==> config.mk <==
export PLATFORM = sky130hd
export DESIGN_NAME = lieat_vsetvl_ctrl
export DESIGN_NICKNAME = d
export VERILOG_FILES = /design/src/rtl/lieat_vsetvl_ctrl_pkg.sv /design/src/rtl/lieat_vlmax_calc.sv /design/src/rtl/lieat_vsetvl_ctrl.sv
export SDC_FILE = /design/constraint.sdc
export NUM_CORES = 1
export LEC_CHECK = 0
export BUFFER_PORTS_ARGS = -buffer_cell sky130_fd_sc_hd__buf_2
export CAP_MARGIN = 30
export CORE_UTILIZATION = 39
export CTS_CLUSTER_SIZE = 14
export DETAILED_ROUTE_END_ITERATION = 16
export PLACE_DENSITY = 0.63
export REMOVE_ABC_BUFFERS = 1
export SYNTH_ARGS = -nofsm -noshare
export SYNTH_HDL_FRONTEND = slang
export SYNTH_SLANG_ARGS = --single-unit
==> constraint.sdc <==
create_clock -name clock -period 3.6 [get_ports clock]
set_input_delay 0.72 -clock clock [delete_from_list [all_inputs] [get_ports clock]]
set_output_delay 0.72 -clock clock [all_outputs]
set_load 0.02 [all_outputs]
==> src/rtl/lieat_vsetvl_ctrl_pkg.sv <==
// Shared definitions for the vsetvl controller: vtype field layout and FSM encoding.
package lieat_vsetvl_ctrl_pkg;

    localparam int VLMUL_LSB = 0;
    localparam int VLMUL_MSB = 2;
    localparam int VSEW_LSB  = 3;
    localparam int VSEW_MSB  = 5;
    localparam int VTA_BIT   = 6;
    localparam int VMA_BIT   = 7;
    localparam int RSVD_LSB  = 8;
    localparam int VILL_BIT  = 31;

    typedef enum logic [1:0] {
        ST_IDLE   = 2'd0,
        ST_DRAIN  = 2'd1,
        ST_COMMIT = 2'd2,
        ST_RESP   = 2'd3
    } state_e;

endpackage

==> src/rtl/lieat_vlmax_calc.sv <==
// Combinational VLMAX and legality evaluation of a requested vtype.
module lieat_vlmax_calc
    import lieat_vsetvl_ctrl_pkg::*;
#(
    parameter int XLEN = 32,
    parameter int VLEN = 128,
    parameter int ELEN = 32,
    parameter int VL_W = 5
) (
    input  logic [XLEN-1:0] vtype,
    output logic [VL_W:0]   vlmax,
    output logic            illegal
);

    localparam int VLMAX_W = VL_W + 1;

    logic [2:0] vsew;
    logic [2:0] vlmul;
    logic [1:0] frac;
    logic       lmul_ok;
    logic       rsvd_set;
    logic       sew_ok;
    logic       sew_fits;
    logic       unused_bits;

    assign vsew        = vtype[VSEW_MSB:VSEW_LSB];
    assign vlmul       = vtype[VLMUL_MSB:VLMUL_LSB];
    assign rsvd_set    = |vtype[XLEN-2:RSVD_LSB];
    assign unused_bits = ^{vtype[VMA_BIT:VTA_BIT], vtype[XLEN-1]};

    // Only LMUL <= 1 is supported; frac is log2 of the LMUL divisor.
    always_comb begin
        frac    = 2'd0;
        lmul_ok = 1'b1;
        case (vlmul)
            3'b000:  frac = 2'd0;
            3'b111:  frac = 2'd1;
            3'b110:  frac = 2'd2;
            3'b101:  frac = 2'd3;
            default: lmul_ok = 1'b0;
        endcase
    end

    assign sew_ok   = (vsew <= 3'd2);
    assign sew_fits = ((32'd8 << vsew) <= (32'(ELEN) >> frac));
    assign illegal  = rsvd_set || !sew_ok || !lmul_ok || !sew_fits;
    assign vlmax    = VLMAX_W'((32'(VLEN) >> 3) >> vsew >> frac);

endmodule

==> src/rtl/lieat_vsetvl_ctrl.sv <==
// vsetvl sequencer: latch request, drain the VPU, commit vl/vtype once, return vl to writeback.
module lieat_vsetvl_ctrl
    import lieat_vsetvl_ctrl_pkg::*;
#(
    parameter int XLEN = 32,
    parameter int VLEN = 128,
    parameter int ELEN = 32,
    parameter int VL_W = 5
) (
    input  logic            clock,
    input  logic            reset,
    input  logic            req_valid,
    output logic            req_ready,
    input  logic [XLEN-1:0] req_avl,
    input  logic [XLEN-1:0] req_vtype,
    input  logic            req_rs1_x0,
    input  logic            req_rd_x0,
    input  logic            flush,
    input  logic            vpu_busy,
    input  logic [VL_W-1:0] csr_vl_rdata,
    output logic            csr_vl_wen,
    output logic [VL_W-1:0] csr_vl_wdata,
    output logic            csr_vtype_wen,
    output logic [XLEN-1:0] csr_vtype_wdata,
    output logic            resp_valid,
    input  logic            resp_ready,
    output logic [XLEN-1:0] resp_vl,
    output logic            busy
);

    state_e          state;
    state_e          state_nxt;
    logic [XLEN-1:0] avl_q;
    logic [XLEN-1:0] vtype_q;
    logic            rs1_x0_q;
    logic            rd_x0_q;
    logic [VL_W-1:0] vl_q;
    logic [VL_W:0]   vlmax;
    logic            vtype_illegal;
    logic            csr_vl_over;
    logic            cfg_illegal;
    logic [VL_W-1:0] vl_legal;
    logic [VL_W-1:0] vl_new;
    logic [XLEN-1:0] vtype_new;
    logic            commit;
    logic            accept;

    lieat_vlmax_calc #(
        .XLEN (XLEN),
        .VLEN (VLEN),
        .ELEN (ELEN),
        .VL_W (VL_W)
    ) u_vlmax_calc (
        .vtype   (vtype_q),
        .vlmax   (vlmax),
        .illegal (vtype_illegal)
    );

    // Keeping the current vl is only legal if it still fits the new VLMAX.
    assign csr_vl_over = ({1'b0, csr_vl_rdata} > vlmax);

    always_comb begin
        cfg_illegal = vtype_illegal || (rs1_x0_q && rd_x0_q && csr_vl_over);
        vl_legal    = csr_vl_rdata;
        if (!rs1_x0_q) begin
            vl_legal = (avl_q < XLEN'(vlmax)) ? VL_W'(avl_q) : VL_W'(vlmax);
        end else if (!rd_x0_q) begin
            vl_legal = VL_W'(vlmax);
        end
        vl_new    = cfg_illegal ? '0 : vl_legal;
        vtype_new = cfg_illegal ? {1'b1, {(XLEN-1){1'b0}}} : vtype_q;
    end

    always_ff @(posedge clock) begin
        if (!reset) begin
            state <= ST_IDLE;
        end else begin
            state <= state_nxt;
        end
    end

    always_comb begin
        state_nxt  = state;
        req_ready  = 1'b0;
        busy       = 1'b1;
        commit     = 1'b0;
        resp_valid = 1'b0;
        accept     = 1'b0;
        case (state)
            ST_IDLE: begin
                req_ready = 1'b1;
                busy      = 1'b0;
                if (req_valid && !flush) begin
                    accept    = 1'b1;
                    state_nxt = ST_DRAIN;
                end
            end
            ST_DRAIN: begin
                if (flush) begin
                    state_nxt = ST_IDLE;
                end else if (!vpu_busy) begin
                    state_nxt = ST_COMMIT;
                end
            end
            ST_COMMIT: begin
                commit    = 1'b1;
                state_nxt = ST_RESP;
            end
            ST_RESP: begin
                resp_valid = 1'b1;
                if (resp_ready) begin
                    state_nxt = ST_IDLE;
                end
            end
            default: state_nxt = ST_IDLE;
        endcase
    end

    always_ff @(posedge clock) begin
        if (!reset) begin
            avl_q    <= '0;
            vtype_q  <= '0;
            rs1_x0_q <= 1'b0;
            rd_x0_q  <= 1'b0;
            vl_q     <= '0;
        end else begin
            if (accept) begin
                avl_q    <= req_avl;
                vtype_q  <= req_vtype;
                rs1_x0_q <= req_rs1_x0;
                rd_x0_q  <= req_rd_x0;
            end
            if (commit) begin
                vl_q <= vl_new;
            end
        end
    end

    assign csr_vl_wen      = commit;
    assign csr_vtype_wen   = commit;
    assign csr_vl_wdata    = commit ? vl_new : '0;
    assign csr_vtype_wdata = commit ? vtype_new : '0;
    assign resp_vl         = XLEN'(vl_q);

endmodule

# Word-level counts from Yosys, hierarchy flattened
# Index checks and enable logic that the tools add are counted.
# word_totals
reg_bits	73
out_inout_bits	74
elab_cells	59
# op_classes
magnitude_cmp	4
eq_ne	9
shifts	4
n_mux	20
reduce_logical	16
# op_table
op	count
2-to-1 mux 32 bit	2
<= comparator 32 bit	1
less-than comparator 32 x 6 -> 1 bit	1
left shift 4 x 3 -> 32 bit (first input constant)	1
>> shifter 32 x 2 -> 6 bit	1
>> shifter 5 x 3 -> 32 bit (first input constant)	1
>> shifter 6 x 2 -> 32 bit (first input constant)	1
2-to-1 mux 5 bit	5
OR reduction 23 bit	1
== test 3 bit (second input constant)	3
2-to-1 mux 2 bit	4
case mux 2 bit (4 select lines)	1
2-to-1 mux 1 bit	7
greater-than comparator 5 x 6 -> 1 bit	1
case mux 2 bit (3 select lines)	1
== test 2 bit (second input constant)	2
logical NOT 1 bit	4
logical OR 1 bit	4
inequality test 2 bit (second input constant)	2
OR reduction 4 bit	1
<= comparator 3 x 2 -> 1 bit (second input constant)	1
logical AND 1 bit	3
logical NOT 3 bit	1
inequality test 3 bit (second input constant)	1
other kinds (3)	3

# Longest topological paths before layout
# logic_depth
depth_word	9
depth_mapped	13
depth_no_buf	12

# Cells and area by module
# A second synthesis with hierarchy kept.
# hier_totals
cells_unflattened	510
hier_area_um2	4081.4
# modules_own_cells
mod	n_inst	cells_each	area_each_um2
lieat_vsetvl_ctrl	1	456	3684.8
lieat_vlmax_calc	1	54	396.6

# Worst setup path before layout
# OpenSTA, ideal clock, no wires.
# synth_path
kind	register to output
start	register vtype_q[1]
end	output csr_vl_wdata[1]
arrival_ps	2619
path_slack_ps	261
stages_incl_launch_ff	12
cell_sequence	dfxtp_1 > buf_2 > o21ai_1 > inv_2 > o32ai_1 > nor2_1 > ha_1 > a21o_1 > a31o_2 > nor2_1 > mux2_2 > a31oi_2
# synth_via
elab_chain_cells	9
word_cells_on_any_way	23
# synth_lines
item	line_no	text
from (decl)	lieat_vsetvl_ctrl.sv:34	logic [XLEN-1:0] vtype_q;
from (signal assigned)	lieat_vsetvl_ctrl.sv:129	vtype_q <= req_vtype;
== test 3 bit or logical NOT 3 bit (tied branches)	lieat_vlmax_calc.sv:35	case (vlmul)
case mux 2 bit (3 select lines) or OR reduction 4 bit (tied branches)	-	
>> shifter 6 x 2 -> 32 bit or 2-to-1 mux 1 bit (tied branches)	lieat_vlmax_calc.sv:45, lieat_vlmax_calc.sv:35	
<= comparator 32 bit or logical NOT 1 bit (tied branches)	lieat_vlmax_calc.sv:45, lieat_vlmax_calc.sv:46	
logical NOT 1 bit or logical OR 1 bit (tied branches)	lieat_vlmax_calc.sv:46	assign illegal = rsvd_set || !sew_ok || !lmul_ok || !sew_fits;
logical OR 1 bit	lieat_vlmax_calc.sv:46	
logical OR 1 bit	lieat_vsetvl_ctrl.sv:63	cfg_illegal = vtype_illegal || (rs1_x0_q && rd_x0_q && csr_vl_over);
2-to-1 mux 5 bit *	lieat_vsetvl_ctrl.sv:70	vl_new = cfg_illegal ? '0 : vl_legal;
2-to-1 mux 5 bit *	lieat_vsetvl_ctrl.sv:141	assign csr_vl_wdata = commit ? vl_new : '0;
to (decl)	lieat_vsetvl_ctrl.sv:22	output logic [VL_W-1:0] csr_vl_wdata,
# Mark *: on every way between the ends. The rest lies on a longest branch, timed or not.

# Worst setup path in the final report
# Ends and elaborated chain as after synthesis.

==> results by group <==
Finish
  – Share of cells above drive strength 1: 30.3%
  – Area delta synth->final: 26.5%
  – Design Area, Final: 5070 sq um
  – Antenna diodes: 0
  – Layout Nets: 725
  – Final Non-Filler Cells: 776

Setup path
  – CP cell instances: o21ai_4 -> inv_2 -> mux2i_1 -> nand2_1 -> ha_1 -> and3b_2 -> o31ai_4 -> or3_4 -> or2_1 -> mux2_4 -> a31oi_4 -> buf_6
  – Crit path arrival time: 2.93 ns
  – R2r startpoint: vtype_q[1]
  – Worst path required time: 2.88 ns
  – Reg2reg end: vl_q[1]
  – Slowest CP cell: dfxtp_4
  – R2R cell count: 12
  – Crit. Startpoint: vtype_q[1]
  – Crit path max fanout: 7
  – Reg2Reg Setup Slack: 0.96 ns
  – CP Class: flip-flop to output port
  – CP endpoint kind: output port
  – CP delay by family, top: simple AND/OR/NAND/NOR gates
  – Setup crit start kind: flip-flop
  – WP buf/inv: 2
  – Largest stage delay, worst path: 0.39 ns

Floorplanning
  – Die ar.: 10700 sq um
  – I/O pin total: 151
  – Core ar.: 9860 sq um
  – Die width: 103 microns
  – Starting Density: 40.7%
  – Die Y: 103 microns
  – Num rows: 36

Run status
  – Status: finished with violations
  – Failing checks: negative setup slack

Global routing
  – Gr ovfl total: 0
  – First-pass GRT wire length: 16400 microns
  – Pin count of the biggest net entering global routing: 53
  – Number of global-route vias before repair: 3491
  – Gr usage total: 19.8%
  – Initial antenna violation count: 0

Hold path
  – Hold Path Sink: avl_q[8]
  – Hold Crit Depth: 2
  – HP Start: avl_q[8]
  – Hold Path Class: flip-flop to flip-flop

Timing
  – RSZ-0062 raised after global routing: yes
  – Fmax: 274 MHz
  – Min Hold Slack: 0.455 ns
  – Final setup viols: 3
  – Actual slew at the worst max-slew pin: 0.692 ns
  – Worst rel slew slack: 53.7%
  – Post-route setup slack: -0.0536 ns
  – Worst Skew: 0.00817 ns
  – Final min period: 3.65 ns
  – Fin crit share: 101%
  – Final Max Tran Viols: 0
  – Number of hold violations in the final report: 0

Route
  – Avg WL per Cell: 13.6 microns
  – Vias: 3780
  – DR pass1 iterations: 4
  – # DRC: 0
  – Iteration-0 DRC count of the detailed router: 131
  – Drt via density: 4.87
  – Antenna Nets Post-Route: 0
  – DRT Wirelength: 10600 microns

Power
  – PwrDens: 385 nW/um^2
  – Leak: 2.13 nW
  – Worst ir drop on vdd: 0.232 mV
  – Final Power: 1.95 mW

Clock network
  – CTS Root Cell: clkbuf_8
  – H-tree levels: 3
  – CTS tree: built
  – # clock sinks: 73
  – Worst-Skew Late Latency: 0.34 ns
  – Cts hold-fix bufs: 0
  – Clk pin slew, worst setup/hold paths: 0.08 ns
  – CTS Buf Count: 9
  – CTS max path bufs: 2

Placed design
  – Placed Instances: 751
  – Final RePlAce weighted congestion: 0.814
  – Port Buffers: 99
  – DP HPWL: 7630 microns
  – Area post-placement: 4500 sq um

Synth
  – Primary FF master, synth: dfxtp_1
  – Syn. warnings: 0
  – EDFF count, synth: 0
  – Yosys reg bits: 73
  – Post-Syn Area: 4010 sq um
  – Fraction of the yosys area taken by sequential cells: 36.4%
  – Synthesized instance count: 534
  – Avg Inst Size Synth: 7.51 sq um
  – Async S/R FF share, synth: 0%
  – Yosys cell types: 64

Run
  – Max-Cap Viols: 0
[worst min-delay path: cells and delay by family, from the launching register on]
| family | cells | cell delay, ns |
|---|---|---|
| flip-flops | 1 | 0.31 |
| AO/OA/AOI/OAI | 1 | 0.05 |
| AND/OR/NAND/NOR | 1 | 0.05 |
[layout by cell type (no fill, tap or decap), types with 3 or more instances in the layout]
master and n:
a211oi_2 3, a21o_1 4, a21oi_1 71, and2_1 8, buf_2 91, buf_4 26
buf_6 7, clkbuf_8 9, conb_1 51, dfxtp_1 67, dfxtp_4 5, ha_1 9
inv_1 13, nand2_1 140, nand2_2 3, nand3_1 6, nand4_1 4, nor2_1 22
nor2_2 4, nor3_1 6, nor4_1 11, o21a_1 5, o21ai_0 5, o21ai_4 3
[worst max path at each step]
stage	end	slack, ns	cells past startpoint
finish	csr_vl_wdata[1]	-0.05	12
global placement	csr_vl_wdata[1]	0.15	11
CTS	csr_vl_wdata[3]	-0.04	9
detailed placement	csr_vl_wdata[1]	0.10	11
floorplan	csr_vl_wdata[0]	0.25	10
global route	csr_vl_wdata[1]	-0.15	12
[synth_stat cells (3+ instances only)]
master      n  area share [%]
nand3_1     7            0.87
and2_1     10             1.6
nand4_1     4            0.62
nand2_1   143              13
nor4_1     12             1.9
nand2b_1    3            0.47
o21ai_0     5            0.62
nor3_1      7            0.87
buf_4      52             9.7
ha_1       10             3.1
inv_1      14             1.3
o21a_1      5            0.94
buf_1       5            0.47
clkbuf_1   20             1.9
a21oi_1    71             8.9
buf_2       4            0.50
dfxtp_1    73              36
a21o_1      4            0.75
nor2_1     26             2.4
[through the flow]
| stage | utilization, % | setup TNS [ns] | setup slack, ns |
|---|---|---|---|
| 3_3_place_gp | 45.2 | 0 | 0.154 |
| 4_1_cts | 49.5 | -0.0601 | -0.0360 |
| 6_report | 51.4 | -0.0769 | -0.0536 |
| 2_1_floorplan | - | 0 | 0.248 |
| 5_1_grt | 51.4 | -0.548 | -0.149 |
| 3_5_place_dp | 45.6 | 0 | 0.101 |
[report_power, final]
part | total, mW | internal [mW] | leakage [nW] | switching, mW
sequential | 0.883 | 0.847 | 0.599 | 0.0366
combinational | 0.433 | 0.167 | 1.43 | 0.265
clock | 0.639 | 0.323 | 0.0929 | 0.316
[timing repair]
action	4_1_cts	5_1_grt
gates resized for setup	36	32
buffers inserted	6	3
setup endpoints to repair	12	13
pin swaps	14	8
[layer usage]
layer,up-vias,wire length [microns],global-route usage (%)
li1,1915,-,-
met1,1736,4570,24.3
met2,106,5250,33.8
met3,23,492,3.76
met4,0,266,8.67
met5,-,0,0
[area by class of cell]
class | instances | area, sq um
fillers | 971 | 4790
multi-input cells | 413 | 2410
flip-flops and latches | 73 | 1480
repair buffers | 126 | 769
well taps | 133 | 166
clock buffers | 10 | 128
clock inverters | 6 | 67.6
inverters | 15 | 56.3
[state kept, by name, summed over array words and instances (netlist names), named ones only]
name	count
avl_q	32
vtype_q	32
vl_q	5
rd_x0_q	1
rs1_x0_q	1
state	1
[kinds of logic (layout without fill, tap and decap cells)]
logic type | after synthesis | after routing | share of synthesized area, %
other cells | 1 | 51 | 0.0935
mux | 3 | 3 | 0.780
xor+xnor | 1 | 1 | 0.218
flops | 73 | 73 | 36.4
compound gates | 114 | 114 | 18.2
simple gates | 234 | 234 | 26.6
fa+ha+maj | 10 | 10 | 3.12
buf+inv | 98 | 157 | 14.5
Note: power is estimated with default switching activity, not from simulation.
